## config.mk

```make
export PLATFORM = sky130hd
export DESIGN_NAME = chunked_adder
export DESIGN_NICKNAME = d
export VERILOG_FILES = /design/src/rtl/chunked_adder.sv
export SDC_FILE = /design/constraint.sdc
export NUM_CORES = 1
export LEC_CHECK = 0
export ABC_AREA = 1
export CAP_MARGIN = 20
export CORE_MARGIN = 2
export CORE_UTILIZATION = 45
export DETAILED_ROUTE_END_ITERATION = 16
export GPL_TIMING_DRIVEN = 1
export PLACE_DENSITY_LB_ADDON = 0.3
export SLEW_MARGIN = 0
export SYNTH_ARGS = -nofsm -noshare
export SYNTH_HDL_FRONTEND = slang
export SYNTH_SLANG_ARGS = --single-unit
```

## constraint.sdc

```tcl
create_clock -name clk -period 2.4 [get_ports clk]
set_input_delay 0.72 -clock clk [delete_from_list [all_inputs] [get_ports clk]]
set_output_delay 0.72 -clock clk [all_outputs]
set_load 0.005 [all_outputs]
```

## src/rtl/chunked_adder.sv

```systemverilog
// ---------------------------------------------------------------------------
// chunked_adder
//
// Multi-cycle unsigned adder. Two WIDTH-bit operands plus a carry-in are
// added CHUNK bits per clock. The carry between chunks is held in a register,
// so the adder hardware scales with CHUNK rather than WIDTH. Operands are
// accepted through a valid/ready handshake and the result is presented
// through a second valid/ready handshake.
//
// Build option:
//   CHUNKED_ADDER_SUB_EN  - when defined, adds the 'sub' port. sub=1 at
//                           accept computes a + ~b + 1 (cin ignored), so
//                           sum[WIDTH]=1 means "no borrow" (a >= b).
//
// Parameters:
//   WIDTH      operand width in bits (multiple of CHUNK)
//   CHUNK      bits added per clock (1..WIDTH)
//
// Ports:
//   clk        clock, rising edge
//   rst_n      asynchronous active-low reset
//   in_valid   operands on a/b/cin (and sub) are valid
//   in_ready   block can accept operands (IDLE, forced 0 while in reset)
//   a, b       WIDTH-bit unsigned operands
//   cin        carry-in
//   sub        subtract select (only with CHUNKED_ADDER_SUB_EN)
//   busy       high while chunks are being added (RUN)
//   out_valid  sum is valid (DONE)
//   out_ready  consumer accepts sum
//   sum        WIDTH+1-bit result, sum[WIDTH] is carry-out
// ---------------------------------------------------------------------------
module chunked_adder #(
  parameter int WIDTH = 8,
  parameter int CHUNK = 2
) (
  input  logic             clk,
  input  logic             rst_n,
  input  logic             in_valid,
  output logic             in_ready,
  input  logic [WIDTH-1:0] a,
  input  logic [WIDTH-1:0] b,
  input  logic             cin,
`ifdef CHUNKED_ADDER_SUB_EN
  input  logic             sub,
`endif
  output logic             busy,
  output logic             out_valid,
  input  logic             out_ready,
  output logic [WIDTH:0]   sum
);

  localparam int NCHUNK = WIDTH / CHUNK;
  localparam int CW     = (NCHUNK > 1) ? $clog2(NCHUNK) : 1;
  localparam logic [CW-1:0] LAST = CW'(NCHUNK - 1);

  typedef enum logic [1:0] {
    IDLE = 2'd0,
    RUN  = 2'd1,
    DONE = 2'd2
  } state_t;

  state_t           state;
  logic [WIDTH-1:0] a_q;
  logic [WIDTH-1:0] b_q;
  logic             carry;
  logic [CW-1:0]    cnt;
  logic [WIDTH:0]   sum_q;
  logic             busy_q;
  logic             out_valid_q;

  logic [WIDTH-1:0] b_eff;
  logic             carry_init;
  logic [31:0]      shamt;
  logic [CHUNK-1:0] a_chunk;
  logic [CHUNK-1:0] b_chunk;
  logic [CHUNK:0]   chunk_res;
  logic [WIDTH-1:0] chunk_mask;
  logic [WIDTH-1:0] chunk_placed;
  logic [WIDTH-1:0] sum_lo_next;

  // Operand conditioning at accept time. Subtraction is folded into the
  // captured copy of b (inverted) and a forced initial carry of 1, so the
  // chunk datapath below is a plain adder in both modes.
`ifdef CHUNKED_ADDER_SUB_EN
  always_comb begin
    b_eff      = sub ? ~b : b;
    carry_init = sub ? 1'b1 : cin;
  end
`else
  always_comb begin
    b_eff      = b;
    carry_init = cin;
  end
`endif

  // Chunk datapath. The active chunk is selected by shifting the captured
  // operands down by cnt*CHUNK, and the result bits are merged back into
  // the same bit positions of the sum with a shifted mask. Shifts are used
  // instead of variable part-selects so index widths stay clean.
  always_comb begin
    shamt        = 32'(cnt) * 32'(CHUNK);
    a_chunk      = CHUNK'(a_q >> shamt);
    b_chunk      = CHUNK'(b_q >> shamt);
    chunk_res    = {1'b0, a_chunk} + {1'b0, b_chunk} + {{CHUNK{1'b0}}, carry};
    chunk_mask   = WIDTH'({CHUNK{1'b1}}) << shamt;
    chunk_placed = WIDTH'(chunk_res[CHUNK-1:0]) << shamt;
    sum_lo_next  = (sum_q[WIDTH-1:0] & ~chunk_mask) | chunk_placed;
  end

  // Control FSM and datapath registers. Reset aborts any operation in
  // flight: state returns to IDLE and the partial sum is cleared so a
  // half-built result can never be presented.
  always_ff @(posedge clk or negedge rst_n) begin
    if (!rst_n) begin
      state       <= IDLE;
      a_q         <= '0;
      b_q         <= '0;
      carry       <= 1'b0;
      cnt         <= '0;
      sum_q       <= '0;
      busy_q      <= 1'b0;
      out_valid_q <= 1'b0;
    end else begin
      case (state)
        IDLE: begin
          if (in_valid) begin
            a_q    <= a;
            b_q    <= b_eff;
            carry  <= carry_init;
            cnt    <= '0;
            sum_q  <= '0;
            busy_q <= 1'b1;
            state  <= RUN;
          end
        end
        RUN: begin
          carry            <= chunk_res[CHUNK];
          sum_q[WIDTH-1:0] <= sum_lo_next;
          if (cnt == LAST) begin
            // Final chunk: its carry-out becomes the top bit of the result.
            sum_q[WIDTH] <= chunk_res[CHUNK];
            busy_q       <= 1'b0;
            out_valid_q  <= 1'b1;
            state        <= DONE;
          end else begin
            cnt <= cnt + CW'(1);
          end
        end
        DONE: begin
          if (out_ready) begin
            out_valid_q <= 1'b0;
            state       <= IDLE;
          end
        end
        default: begin
          state       <= IDLE;
          busy_q      <= 1'b0;
          out_valid_q <= 1'b0;
        end
      endcase
    end
  end

  // in_ready is the only combinational output; it is gated by rst_n so the
  // producer never sees a ready block while reset is asserted.
  assign in_ready  = rst_n && (state == IDLE);
  assign busy      = busy_q;
  assign out_valid = out_valid_q;
  assign sum       = sum_q;

endmodule

```

; ---- Word-level counts from Yosys, hierarchy flattened
; Cells that the tools add are included.
[totals]
regBits = 32
latch_bits = 0
ramBits = 0
romBits = 0
inputBits = 21
out_inout_bits = 12
elab_cells = 56
n_memories = 0
[op_classes]
add_sub_neg = 3
mul = 0
div_mod_pow = 0
magnitude_cmp = 0
eq_ne = 7
shifts = 4
muxes = 18
bitwise = 5
n_reduce_logical = 10
[op_table]
columns = operator, n
row1 = $pmux 9 s2, 1
row2 = $shr 8x3->2, 2
row3 = $reduce_and 3->1, 5
row4 = $mux 2, 5
row5 = $mux 9, 1
row6 = $and 8x8->8, 1
row7 = $ne 2x2->1 const B, 4
row8 = $not 8->8, 1
row9 = $or 8x8->8, 1
row10 = $shl 2x3->8, 1
row11 = $shl 2x3->8 const A, 1
row12 = $mux 1, 6
row13 = $pmux 1 s3, 2
row14 = $pmux 2 s3, 1
row15 = $eq 2x2->1 const B, 2
row16 = $pmux 2 s2, 1
row17 = $reduce_and 2->1, 2
row18 = $add 2x2->3, 1
row19 = $add 3x1->3, 1
row20 = $add 2x1->2 const B, 1
row21 = $eq 2x1->1 const B, 1
row22 = $logic_not 2->1, 1
row23 = $not 1->1, 2
row24 = $pmux 1 s2, 1
row25 = other kinds (2), 2

; ---- Depth between registers and ports, before layout
[depth]
word_depth = 6
depth_mapped = 11
ltp_nobuf = 10

; ---- Worst setup path before layout
; Ideal clock, no wire load.
[synth_timing]
path_kind = flip-flop to flip-flop
startpoint = register cnt[0]
endpoint = register sum_q[1], in the netlist sum[1]
setup_time_ns = 0.117
t_arrival_ns = 2.135
required_ns = 2.283
path_slack_ns = 0.148
stages_incl_launch_ff = 12
n_path_buf = 2
synth_period_minus_slack_ns = 2.252
path_cell_list = dfrtp_1 -> buf_2 -> inv_2 -> buf_2 -> o211ai_1 -> nand2_1 -> fa_1 -> fa_1 -> nand3_1 -> nand2_1 -> nand2_1 -> nand2_1
[synth_via]
elab_chain_cells = 6
[synth_lines]
columns = item, line_no
row1 = start: declaration, 66  ; logic [CW-1:0] cnt;
row2 = start signal: assignment, 146  ; cnt <= cnt + CW'(1);
row3 = "$shr 8x3->2, on equally long branches", "102, 103"
row4 = $add 2x2->3, 104  ; chunk_res = {1'b0, a_chunk} + {1'b0, b_chunk} + {{CHUNK{1'b0}}, carry};
row5 = $add 3x1->3, 104
row6 = $shl 2x3->8, 106  ; chunk_placed = WIDTH'(chunk_res[CHUNK-1:0]) << shamt;
row7 = $or 8x8->8 *, 107  ; sum_lo_next = (sum_q[WIDTH-1:0] & ~chunk_mask) | chunk_placed;
row8 = $pmux 9 s2 *, 124  ; case (state)
row9 = end signal: indexed assignment, 138  ; sum_q[WIDTH-1:0] <= sum_lo_next;
row10 = end signal: indexed assignment, 141  ; sum_q[WIDTH] <= chunk_res[CHUNK];
row11 = end: declaration, 67  ; logic [WIDTH:0] sum_q;
; Every way passes the cells marked *; elsewhere a longest branch is shown, timed or not.
; A chain may end at the register's enable or synchronous reset.

; ---- Final worst setup path
[layout_timing]
startpoint = input port rst_n
endpoint = output port in_ready
[layout_via]
elab_chain_cells = 1
[layout_lines]
columns = item, line_no
row1 = start: declaration, 37  ; input logic rst_n,
row2 = $logic_and 1x1->1, 166  ; assign in_ready = rst_n && (state == IDLE);
row3 = end: declaration, 39  ; output logic in_ready,
; No other way between the ends.

==> summary.md <==
| Metric | Value |
|---|---|
| Layout cells sized above 1 | `around 8.9%` |
| Vias per std cell | `between 4 and 5` |
| Cell Area, Synth | `roughly 1600 um2` |
| NetSw | `between 0.001 and 0.0015 W` |
| Max_cap viols | `0` |
| Final instance area | `between 2000 and 2500 um2` |
| Crit. End Element | `output pin` |
| Vias in the first global route | `1303` |
| Syn Area/Cell | `about 8 um2` |
| Drt total wl | `3200 um` |
| Die X | `between 60 and 70 um` |
| TritonCTS clock tree | `yes` |
| Root cell of the clock tree | `clkbuf_4` |
| Fillers | `between 300 and 400` |
| GR Util All Layers | `18.0%` |
| I/O Pins | `33` |
| N_diodes | `0` |
| Hold_ws | `~0.48 ns` |
| Fin crit period | `2.36 ns` |
| Commonest cells after routing, fill and taps aside | `72 x nand2_1, 32 x nand3_1, 32 x dfrtp_1` |
| PwrDens | `1320 nW/um2` |
| Gate power share | `roughly 53%` |
| Worst VDD drop | `approximately 0.5 mV` |
| Cts-stage hold buffer count | `0` |
| DP HPWL | `between 2000 and 2500 um` |
| Final Setup Violations | `0` |
| Sequential power share | `between 30% and 40%` |
| WP data arrival | `around 1.6 ns` |
| Leakage | `between 1 and 1.5 nW` |
| Final worst-path cycle share | `slightly below 100%` |
| CP Launch Type | `input pin` |
| Final net count | `263` |
| Largest fanout on the critical path | `2` |
| H-tree lvl count | `2` |
| Yosys cell types | `19` |
| CP Class | `input pin to output pin` |
| Initial cell density of the core | `~48%` |
| Starting DRT DRC Count | `65` |
| Worst slack at placement | `-0.249 ns` |
| Max Slew Vio Count | `0` |
| Cells after DPL | `275` |
| CTS Buffer Depth | `2` |
| Die height | `about 64 um` |
| Post-CTS resize count | `2` |
| Routed Antenna Nets | `0` |
| DR vias | `between 1000 and 1500` |
| Setup tns final | `0 ns` |
| Worst-Margin Slew | `between 0.4 and 0.5 ns` |
| Clk_skew | `between 0.01 and 0.015 ns` |
| P&R area growth vs syn | `28.1%` |
| Die area | `slightly above 4000 um2` |
| Placed Area | `roughly 2000 um2` |
| Final Worst Setup Slack | `0.0433 ns` |
| Clk_lat worst skew | `approximately 0.33 ns` |
| Post-Layout Cell Count | `around 280` |
| Critical Path RT | `approximately 1.7 ns` |
| Slew headroom | `between 70% and 80%` |
| # DRC | `0` |
| DR WL/cell | `between 10 and 15 um` |
| Total CTS buffers | `5` |
| First-pass GRT wire length | `5690 um` |
| Post-CTS Setup Bufs | `0` |
| FF+latch count, synth | `32` |
| Sequential share of the synthesized area | `between 40% and 50%` |
| Initial antenna violation count | `0` |
| First-pass DRT Iterations | `4` |
| Largest net degree at the start of global routing | `33` |
| GPL Wtd Cong | `around 0.8` |
| Mapped Nets | `225` |
| Max Clock Freq | `approximately 0.42 GHz` |
| Worst Hold Class | `flop to flop` |
| Grt ovf | `0` |
| RSZ-0062 raised after global routing | `false` |
| YS warnings | `0` |
| Clock share of power | `12.6%` |
| Clock transition at path regs | `roughly 0.090 ns` |
| Core ar. | `3390 um2` |
| Status | `finished clean` |
| Clock sink count | `32` |
| Cells after Synth | `198` |
| Port bufs | `32` |
| Sw Ratio | `42.4%` |
| Int Pwr | `about 0.0016 W` |
| Final hold vios | `0` |
| Commonest non-fill, non-tap cell in the layout | `nand2_1` |
| Site Rows | `21` |
-- per-stage QoR --
stage               total power [W]  util (%)
finish                      0.00272      60.9
detailed placement          0.00242      59.0
CTS                         0.00277      60.9
global placement            0.00237      59.0
global route                0.00301      60.9
floorplan                   0.00193         -
-- power by group through the flow --
stage | clock, W | combinational (W) | sequential [W]
global route | 0.000380 | 0.00167 | 0.000959
CTS | 0.000356 | 0.00148 | 0.000933
floorplan | 0 | 0.00100 | 0.000925
global placement | 0 | 0.00143 | 0.000939
finish | 0.000343 | 0.00145 | 0.000933
detailed placement | 0 | 0.00147 | 0.000943
-- final cells by class --
cell class / count / area [um2] / area share [%]
sequential: 32 / 801 / 38.8
multi-input combinational: 143 / 709 / 34.4
timing repair buffer: 40 / 379 / 18.4
clock buffer: 7 / 65.1 / 3.15
tap: 46 / 57.6 / 2.79
inverter: 14 / 52.6 / 2.55
-- sequential cells by signal, indices dropped and copies added (netlist names) --
register	count
carry	1
state	2
out_valid	1
b_q	8
a_q	8
busy	1
sum	9
cnt	2
-- synthesized netlist by cell type, drive strengths merged --
cell	count	area, um2
nand2	73	277
o21ai	6	30.0
o31ai	1	7.51
nor2	13	63.8
o211ai	4	30.0
nand4	7	43.8
nand3	32	160
clkbuf	1	3.75
ha	4	50.1
a21oi	1	5.00
dfrtp	32	801
buf	8	47.5
fa	2	40.0
inv	14	52.6
-- worst max-delay path, stage by stage --
cell and delay [ns]:
clkdlybuf4s50_1 0.48, inv_1 0.05, nor2_2 0.14, dlygate4sd2_1 0.25
-- per-layer routing --
metal / GRT usage, % / part of all wire, %
met1: 22.1 / 46
met2: 29.4 / 47
met3: 5.63 / 5.0
met4: 7.34 / 1.7
met5: 0 / 0
-- path summary, 6_finish.rpt --
| path | end | start | cells after the start | slack, ns |
|---|---|---|---|---|
| worst max-delay path | in_ready | rst_n | 4 | 0.04 |
| worst min-delay path | a_q[6]$_DFFE_PN0P_ | a_q[6]$_DFFE_PN0P_ | 2 | 0.48 |
| worst max register to register | sum[3]$_DFFE_PN0P_ | cnt[0]$_DFFE_PN0P_ | 10 | 0.14 |
| worst min register to register | a_q[6]$_DFFE_PN0P_ | a_q[6]$_DFFE_PN0P_ | 2 | 0.48 |
| max in group asynchronous | b_q[5]$_DFFE_PN0P_ | rst_n | 2 | 1.29 |
| min in group asynchronous | out_valid$_DFFE_PN0P_ | rst_n | 2 | 0.80 |
-- cells by family after synthesis --
family | count (synthesis) | synth area share, %
AO/OA/AOI/OAI | 12 | 4.50
adder cells (fa/ha/maj) | 6 | 5.59
flip-flops | 32 | 49.7
buffers and inverters | 23 | 6.44
AND/OR/NAND/NOR | 125 | 33.8
No activity file was read; power rests on OpenSTA's default activity.
==> edit, RTL diff (config.mk and constraints unchanged) <==
Build with the macro `CHUNKED_ADDER_SUB_EN` defined.
--- a/src/rtl/chunked_adder.sv
+++ b/src/rtl/chunked_adder.sv
@@ -29,6 +29,8 @@
 //   out_ready  consumer accepts sum
 //   sum        WIDTH+1-bit result, sum[WIDTH] is carry-out
 // ---------------------------------------------------------------------------
+`define CHUNKED_ADDER_SUB_EN
+
 module chunked_adder #(
   parameter int WIDTH = 8,
   parameter int CHUNK = 2
Ports: changed (added sub); port bits go from 33 to 34. No check against the original RTL was run, so the function may have changed too.
==> edit against the unedited design <==
Cell area is 4.7% higher; critical path depth stayed put; total power is 2.5% higher; sequential share of layout area is 1.7 points lower; clock skew is 9.3 ps lower; routed wire length is 1.7% lower; worst setup slack better by 67 ps; sequential cell count stayed put; critical path type unchanged; area after synthesis is 3.4% higher; largest power group unchanged.
==> edit: results (changes against the unedited design) <==
metric;value;unit;change
Worst-Skew Late Latency;290;ps;-40 ps
gr usage total;17.7;%;-0.36 points
skew final;4.72;ps;-9.31 ps
first-pass GRT wire length;5610;µm;-1.5%
# fillers;341;;+13%
DRT Wirelength;3150;µm;-1.7%
Antenna diodes;0;;unchanged
Critical Path Fanout Max;2;;unchanged
Post-DP HPWL;2270;µm;-2.2%
max FFs per register;9;;unchanged
Post-Layout Cell Count;297;;+5.3%
Pleak;1.13;nW;+6.5%
Final GP Congestion;0.787;;-1.2%
largest net degree at the start of global routing;33;;unchanged
Syn Inst Count;209;;+5.6%
fraction of layout cells with a size suffix above 1;8.43;%;-0.46 points
Max VDD drop;0.000556;V;+7.9%
post-synthesis sequential area ratio;48.0;%;-1.6 points
drt pass-1 iters;4;;unchanged
Worst-path clk slew;60;ps;-30 ps
Post-synth top cells;nand2_1, dfrtp_1, nand3_1;;
Worst Path Arrival;1570;ps;-70 ps
top post-synthesis cells by area;dfrtp_1, nand2_1, nand3_1, xor2_1, inv_1;;
PortBufs;33;;+3.1%
DR iter-0 viols;53;;-18%
Placed Area;2070;µm²;+3.4%
Synth Net Count;237;;+5.3%
# nets final;277;;+5.3%
CTS Root Cell;clkbuf_8;;
# placed instances;290;;+5.5%
max_slew headroom;70.3;%;-0.28 points
status;complete, no violations;;
via count;1408;;+1.6%
-- edit: cell count changes after synthesis, sizes merged --
cell,change
clkbuf,-1
inv,+3
xor2,+8
nand3,-16
nand2,+17
-- edit: final timing paths --
| path | slack (ps) | from | end | cells past startpoint |
|---|---|---|---|---|
| worst max-delay path | 110 | rst_n | in_ready | 4 |
| worst min-delay path | 470 | b_q[6] | b_q[6] | 2 |
| worst max register to register | 220 | cnt[0] | sum[1] | 10 |
| worst min register to register | 470 | b_q[6] | b_q[6] | 2 |
| max in group asynchronous | 1230 | rst_n | a_q[6] | 2 |
| min in group asynchronous | 880 | rst_n | out_valid | 2 |
-- edit: report_power, final --
part / internal [mW] / switching (mW) / total, mW
registers: 0.782 / 0.143 / 0.926
logic: 0.623 / 0.797 / 1.42
clock network: 0.255 / 0.190 / 0.445
-- edit: final cells by class --
cell class | count | share of cell area, %
sequential | 32 | 37.1
multi-input combinational | 152 | 34.7
timing repair buffer | 41 | 18.0
clock buffer | 7 | 4.46
inverter | 17 | 2.95
tap | 48 | 2.78
-- edit: logic make-up after synthesis --
family | count (synthesis) | share of synthesized area [%]
AO/OA/AOI/OAI | 12 | 4.35
XOR/XNOR | 8 | 4.20
adder cells (fa/ha/maj) | 6 | 5.41
buffers and inverters | 25 | 6.91
flip-flops | 32 | 48.0
AND/OR/NAND/NOR | 126 | 31.1
-- edit: metal layers --
layer / GRT usage (%) / routed length, µm / up-vias
met5: 0 / 0 / -
met4: 5.59 / 31 / 0
met3: 6.77 / 124 / 3
met2: 30.2 / 1510 / 25
met1: 20.4 / 1480 / 645
li1: - / - / 735
-- edit: metrics by stage --
stage,power (mW),setup WS (ps)
CTS,2.83,87.1
finish,2.79,110
global route,3.09,21.5
global placement,2.35,-185
floorplan,1.91,189
detailed placement,2.37,-174
-- edit: critical path, stage by stage --
cell and delay (ps):
clkdlybuf4s50_1 490, inv_1 50, nor2_1 80, dlygate4sd2_1 230
-- edit: repair_timing --
item,4_1_cts,5_1_grt
gates resized for setup,1,0
endpoints found under the setup margin,1,0
setup buffers,0,0
hold buffers,0,0
